**config.mk**
```make
export PLATFORM = sky130hd
export DESIGN_NAME = muldiv_sequencer
export DESIGN_NICKNAME = d
export VERILOG_FILES = /design/src/rtl/muldiv_sequencer.sv
export SDC_FILE = /design/constraint.sdc
export NUM_CORES = 2
export LEC_CHECK = 0
export CAP_MARGIN = 25
export CORE_MARGIN = 8
export CORE_UTILIZATION = 60
export CTS_CLUSTER_SIZE = 24
export DETAILED_ROUTE_END_ITERATION = 12
export PLACE_DENSITY = 0.77
export SLEW_MARGIN = 40
export SYNTH_ARGS = -nofsm -noshare
export SYNTH_HDL_FRONTEND = slang
export SYNTH_SLANG_ARGS = --single-unit
```
**constraint.sdc**
```tcl
create_clock -name clk -period 21.4 [get_ports clk]
set_clock_uncertainty 0.2 [all_clocks]
set_input_delay 4.28 -clock clk [delete_from_list [all_inputs] [get_ports clk]]
set_output_delay 4.28 -clock clk [all_outputs]
set_load 0.03 [all_outputs]
```
**src/rtl/muldiv_sequencer.sv**
```systemverilog
// muldiv_sequencer: multi-cycle MULT/MULTU/DIV/DIVU controller driving the HI/LO write port.
// Division is a 32-step restoring sequencer; multiplication is a counted multicycle path.
`default_nettype none

module muldiv_sequencer #(
  parameter int MUL_CYCLES = 4
) (
  input  logic        clk,
  input  logic        resetn,
  input  logic        start,
  input  logic [1:0]  op,
  input  logic [31:0] src_a,
  input  logic [31:0] src_b,
  input  logic        flush,
  output logic        busy,
  output logic        done,
  output logic [31:0] hi,
  output logic [31:0] lo
);

  typedef enum logic [1:0] {
    S_IDLE = 2'd0,
    S_MUL  = 2'd1,
    S_DIV  = 2'd2,
    S_FIN  = 2'd3
  } state_t;

  localparam logic [4:0] MUL_INIT = 5'(MUL_CYCLES - 1);
  localparam logic [4:0] DIV_INIT = 5'd31;

  state_t      state_q, state_d;
  logic [4:0]  cnt_q, cnt_d;
  logic        mul_signed_q, mul_signed_d;
  logic        sa_q, sa_d;
  logic        sb_q, sb_d;
  logic [31:0] a_q, a_d;
  logic [31:0] b_q, b_d;
  logic [31:0] rem_q, rem_d;
  logic [31:0] hi_q, hi_d;
  logic [31:0] lo_q, lo_d;

  // Product of the sign- or zero-extended operands; modulo 2^64 this is the exact result.
  logic [63:0] w_ext_a, w_ext_b, w_prod;
  assign w_ext_a = {{32{mul_signed_q & a_q[31]}}, a_q};
  assign w_ext_b = {{32{mul_signed_q & b_q[31]}}, b_q};
  assign w_prod  = w_ext_a * w_ext_b;

  // One restoring step: a_q shifts dividend bits out of its MSB and quotient bits into its LSB.
  logic [32:0] w_rem_sh, w_diff;
  logic        w_qbit;
  logic [31:0] w_rem_nx, w_quo_nx, w_quo_fix, w_rem_fix;
  assign w_rem_sh  = {rem_q, a_q[31]};
  assign w_diff    = w_rem_sh - {1'b0, b_q};
  assign w_qbit    = ~w_diff[32];
  assign w_rem_nx  = w_qbit ? w_diff[31:0] : w_rem_sh[31:0];
  assign w_quo_nx  = {a_q[30:0], w_qbit};
  assign w_quo_fix = (sa_q ^ sb_q) ? -w_quo_nx : w_quo_nx;
  assign w_rem_fix = sa_q ? -w_rem_nx : w_rem_nx;

  logic w_neg_a, w_neg_b;
  assign w_neg_a = op[0] & src_a[31];
  assign w_neg_b = op[0] & src_b[31];

  always_comb begin
    state_d      = state_q;
    cnt_d        = cnt_q;
    mul_signed_d = mul_signed_q;
    sa_d         = sa_q;
    sb_d         = sb_q;
    a_d          = a_q;
    b_d          = b_q;
    rem_d        = rem_q;
    hi_d         = hi_q;
    lo_d         = lo_q;
    case (state_q)
      S_IDLE: begin
        if (start && !flush) begin
          rem_d = 32'd0;
          if (!op[1]) begin
            state_d      = S_MUL;
            cnt_d        = MUL_INIT;
            mul_signed_d = op[0];
            sa_d         = 1'b0;
            sb_d         = 1'b0;
            a_d          = src_a;
            b_d          = src_b;
          end else begin
            state_d      = S_DIV;
            cnt_d        = DIV_INIT;
            mul_signed_d = 1'b0;
            sa_d         = w_neg_a;
            sb_d         = w_neg_b;
            a_d          = w_neg_a ? -src_a : src_a;
            b_d          = w_neg_b ? -src_b : src_b;
          end
        end
      end
      S_MUL: begin
        if (flush) begin
          state_d = S_IDLE;
        end else if (cnt_q == 5'd0) begin
          {hi_d, lo_d} = w_prod;
          state_d      = S_FIN;
        end else begin
          cnt_d = cnt_q - 5'd1;
        end
      end
      S_DIV: begin
        if (flush) begin
          state_d = S_IDLE;
        end else begin
          a_d   = w_quo_nx;
          rem_d = w_rem_nx;
          if (cnt_q == 5'd0) begin
            lo_d    = w_quo_fix;
            hi_d    = w_rem_fix;
            state_d = S_FIN;
          end else begin
            cnt_d = cnt_q - 5'd1;
          end
        end
      end
      default: begin
        state_d = S_IDLE;
      end
    endcase
  end

  always_ff @(posedge clk or negedge resetn) begin
    if (!resetn) begin
      state_q      <= S_IDLE;
      cnt_q        <= 5'd0;
      mul_signed_q <= 1'b0;
      sa_q         <= 1'b0;
      sb_q         <= 1'b0;
      a_q          <= 32'd0;
      b_q          <= 32'd0;
      rem_q        <= 32'd0;
      hi_q         <= 32'd0;
      lo_q         <= 32'd0;
    end else begin
      state_q      <= state_d;
      cnt_q        <= cnt_d;
      mul_signed_q <= mul_signed_d;
      sa_q         <= sa_d;
      sb_q         <= sb_d;
      a_q          <= a_d;
      b_q          <= b_d;
      rem_q        <= rem_d;
      hi_q         <= hi_d;
      lo_q         <= lo_d;
    end
  end

  assign busy = (state_q == S_MUL) || (state_q == S_DIV);
  assign done = (state_q == S_FIN);
  assign hi   = hi_q;
  assign lo   = lo_q;

endmodule

`default_nettype wire

```
Word-level counts from Yosys, hierarchy flattened --
Cells that the tools add are included. W data, S select, Z words.
Storage, ports and cells: bits in registers 170, input port bits 70, output and inout bits 66, word-level logic and storage cells 84
Operators by class: $add $sub $neg 6, $mul 1, eq/ne operators 11, multiplexer cells 36, bitwise operators 6, reductions and logical operators 14
Operator list (number):
- $mux W32 | 19
- $pmux W32 S2 | 4
- $neg A32 Y32 | 4
- $mul A33 B33 Y64 | 1
- $sub A33 B32 Y33 | 1
- $mux W5 | 4
- $ne A2 B2 Y1 const B | 7
- $pmux W5 S2 | 1
- $mux W2 | 4
- $reduce_bool A2 Y1 | 3
- $logic_not A5 Y1 | 1
- $reduce_and A5 Y1 | 1
- $sub A5 B1 Y5 const B | 1
- $and A1 B1 Y1 | 4
- $eq A2 B2 Y1 const B | 2
- $pmux W2 S2 | 1
- $reduce_and A2 Y1 | 2
- $reduce_and A4 Y1 | 1
- $mux W1 | 3
- $ne A3 B1 Y1 const B | 1
- $reduce_and A3 Y1 | 1
- $eq A2 B1 Y1 const B | 1
- $logic_not A2 Y1 | 1
- $reduce_or A2 Y1 | 1
- other kinds (5) | 5

Logic depth before layout (Yosys ltp) --
depth in word-level cells 7, depth in mapped cells 33, mapped depth without buffers 30

Least setup slack after synthesis --
Ideal clock, no wire load.
kind reg2reg, start register a_q[31], end register hi_q[24], in the netlist hi[24], setup time 0.125 ns, data arrival time 7.975 ns, data required time 21.075 ns, path slack 13.100 ns, stages on the path, launching flop included 30, buffers on the path 3, period minus slack after synthesis 8.300 ns, cell sequence dfrtp_1 -> clkbuf_1 -> clkbuf_1 -> and3_1 -> fa_1 -> fa_1 -> fa_1 -> inv_1 -> fa_1 -> inv_1 -> fa_1 -> fa_1 -> fa_1 -> inv_1 -> fa_1 -> inv_1 -> ha_1 -> nand2_1 -> nand2_1 -> a21o_1 -> a2111oi_0 -> o21ai_0 -> a211o_1 -> o311ai_0 -> nand2b_1 -> clkbuf_1 -> mux2i_1 -> a31oi_1 -> a31o_1 -> mux2_2
Between the ends: word-level cells in the longest chain between the ends 7, elaborated cells on any way between the ends 11, classes of those cells add/sub (2); mul (1); mux (7); bitwise (1)
Ends and longest elaborated chain:
- from (decl) | line 36 | logic [31:0] a_q, a_d;
- from (signal assigned) | line 136 | a_q <= 32'd0;
- from (signal assigned) | line 147 | a_q <= a_d;
- $sub A33 B32 Y33 | line 53 | assign w_diff = w_rem_sh - {1'b0, b_q};
- $mux W32 | line 55 | assign w_rem_nx = w_qbit ? w_diff[31:0] : w_rem_sh[31:0];
- $neg A32 Y32 | line 58 | assign w_rem_fix = sa_q ? -w_rem_nx : w_rem_nx;
- $mux W32 | line 58
- $mux W32 | line 114 | if (cnt_q == 5'd0) begin
- $mux W32 | line 109 | if (flush) begin
- $pmux W32 S2 (*) | line 75 | case (state_q)
- to (signal assigned) | line 150 | hi_q <= hi_d;
- to (decl) | line 39 | logic [31:0] hi_q, hi_d;
Mark *: on every way between the ends. The rest lies on a longest branch, timed or not. The select of a mux whose other input is x is not followed. A chain may end at the register's enable or synchronous reset.

Worst setup path in the final report --
start register mul_signed_q, end register hi_q[29], in the netlist hi[29]
Between the ends: word-level cells in the longest chain between the ends 5, elaborated cells on any way between the ends 6, classes of those cells mul (1); mux (3); bitwise (2)
Ends and longest elaborated chain:
- from (decl) | line 33 | logic mul_signed_q, mul_signed_d;
- from (signal assigned) | line 144 | mul_signed_q <= mul_signed_d;
- $and A1 B1 Y1 (on tied branches) | line 44, 45
- $mul A33 B33 Y64 (*) | line 46 | assign w_prod = w_ext_a * w_ext_b;
- $mux W32 (*) | line 101 | end else if (cnt_q == 5'd0) begin
- $mux W32 (*) | line 99 | if (flush) begin
- $pmux W32 S2 (*) | line 75
Marks and branches as above.

==> flow_summary.yaml <==
run_status:
  outcome: "finished clean"
yosys:
  avgSynthCellArea_um2: 8.635
  yosys-top-cells-area: "fa_1 (44%), inv_1 (8.9%), dfrtp_1 (8.4%)"
  synthArstFlopShare_pct: 100.0
  yosysTopAreaCell: "fa_1"
  synthCells: 5873
  synth_edf_count: 0
  synth.distinct_cells: 88
  synth_top_area_share_pct: 44.45
  ys_seq_area_share_pct: 8.388
  yosys_warnings: 0
  syn_nets: 7324
  synthFlopType: "dfrtp_1"
  synth-seq-cells: 170
  synth_area_um2: 50710
clock_network:
  ctsRootBufferMaster: "clkbuf_16"
  cts_buffers: 17
  clk_pin_slew_ns: 0.09
  clock_latency_ns: 0.50
  cts_max_path_buffers: 2
  post_cts_buffers: 0
  cts_resized: 0
  h-tree-depth: 4
  numClockSinks: 170
  postCtsHoldBufs: 0
  cts_tree: "yes"
floorplanning:
  core-area_um2: 83690
  die_h_um: 306.7
  io_pins: 136
  rows: 106
  die-width_um: 306.7
  start_util_pct: 60.60
  dieArea_um2: 94080
grt:
  grt_pass1_wl_um: 247100
  grt_max_degree: 100
  grt_use_total_pct: 33.93
  overflow: 0
  grt_pass1_vias: 44684
  antenna_found_initial: 3
timing:
  maxSlewViolCount: 0
  finalSetupTns_ns: 0
  rsz0062_at_grt: "false"
  clock.fmax_mhz: 101.7
  post-route-period-util_pct: 45.96
  finalCriticalPeriod_ns: 9.836
  worst_slew_pin_slew_ns: 0.8462
  relSlewSlack_pct: 42.99
  hold_violations: 0
  setup_violations: 0
layout:
  syn_to_final_growth_pct: 5.477
  mostFrequentLayoutCells: "inv_1 (1,200), fa_1 (1,125), nand2_1 (951), and2_1 (310), ha_1 (254)"
  fin_nets: 7205
  drive_gt1_share_pct: 2.948
  final_common_cell: "inv_1"
critical_path:
  start_kind: "flip-flop"
  max_stage_delay_ns: 0.88
  cpMaxStageDelayCell: "dfrtp_1"
  cpMostUsedCell: "fa_1"
  path_max_fanout: 23
  crit_required_ns: 21.61
  arrival_ns: 10.05
  cp-end-kind: "flip-flop"
  critical_path_class: "reg2reg"
detailed_routing:
  num_vias: 41390
  drt_iter0_drc: 3757
  drt_pass1_iterations: 9
  post_drt_via_cell_ratio: 5.992
  wl_per_cell_um: 22.37
  postRouteAntennaNets: 0
  wirelength_um: 154500
  drc: 0
place:
  gp_congestion: 0.9976
  io_buffer_count: 135
  place_hpwl_um: 120100
flow_run:
  drv_cap: 0
min_path:
  hold_path.class: "reg2reg"
## cell families (layout without fill, tap and decap cells)
group | Yosys count | after routing | synth area share [%]
and+or+nand+nor | 1774 | 1774 | 15.92
other | 0 | 6 | 0
adders and majority gates | 1381 | 1381 | 50.74
xor gates and xnor gates | 196 | 196 | 3.385
AOI/OAI and AO/OA | 764 | 764 | 9.355
muxes | 32 | 32 | 0.6365
DFF | 170 | 170 | 8.388
buffers and inverters | 1556 | 1450 | 11.57
## synthesized netlist by cell type, drive strengths merged, types with 7 or more instances
master      n
a31oi      22
o21ai     250
nor2      251
dfrtp     170
fa       1126
o31a        9
nand2b     24
nor4       22
o31ai      32
o2111ai     7
a2111oi    10
o41ai       7
or3        24
nand3      28
ha        255
o21a       22
buf        53
nor2b      10
a211oi     20
a21o       52
xnor2     130
clkbuf    300
nand3b      9
mux2i      30
o21bai     20
nand2     952
inv      1201
or2        12
a22o       10
xor2       66
nand4      16
o211ai     15
a21oi     219
and2      311
nor3       57
and3       33
## worst paths after layout
kind	start	endpoint	slack, ns	cells after the start
hold reg to reg	hi[17]	hi[17]	0.28	2
max in group asynchronous	resetn	rem_q[9]	16.32	3
setup / recovery	mul_signed_q	hi[29]	11.56	27
min in group asynchronous	resetn	b_q[0]	3.57	1
hold / removal	hi[17]	hi[17]	0.28	2
setup reg to reg	mul_signed_q	hi[29]	11.56	27
## layer usage
metal	routed length (µm)	GRT usage, %
met1	55760	41.98
met2	71750	54.65
met5	0	0
met4	10990	20.11
met3	16040	7.628
## sequential cells by signal, indices dropped and copies added, names as in the netlist
| signal | cells |
|---|---|
| a_q | 32 |
| cnt_q | 5 |
| hi | 32 |
| b_q | 32 |
| state_q | 2 |
| sa_q | 1 |
| mul_signed_q | 1 |
| rem_q | 32 |
| lo | 32 |
| sb_q | 1 |
## final cells by class
type	count	area, µm²
multi-input cells	4147	40650
fillers	7019	30200
inverters	1203	4516
flip-flops and latches	170	4269
repair buffers	215	1987
well taps	1134	1419
clock buffers	17	425.4
clock inverters	15	207.7
diodes	6	15.01
## through the flow
| step | hold WS [ns] | setup WS, ns | area, µm² | util, % | instances |
|---|---|---|---|---|---|
| global route | 0.3047 | 10.95 | 53480 | 63.90 | 6902 |
| finish | 0.2813 | 11.56 | 53490 | 63.92 | 6907 |
| detailed placement | 0.2694 | 11.71 | 52800 | 63.10 | 6869 |
| global placement | 0.2625 | 11.71 | 52760 | 63.04 | 6868 |
| CTS | 0.2867 | 11.65 | 53440 | 63.85 | 6901 |
| floorplan | 0.2752 | 13.10 | 50710 | - | 5873 |
## critical path: cells and delay by family, from the launching register on
| family | cells | cell delay, ns |
|---|---|---|
| fa+ha+maj | 9 | 4.45 |
| buf+inv | 5 | 0.74 |
| xor+xnor | 1 | 0.16 |
| simple gates | 6 | 1.46 |
| flops | 1 | 0.88 |
| compound gates | 5 | 1.75 |
| mux | 1 | 0.09 |
Power is not shown: default switching activity piles up to over one toggle a cycle in this logic, so the estimate is an artifact.
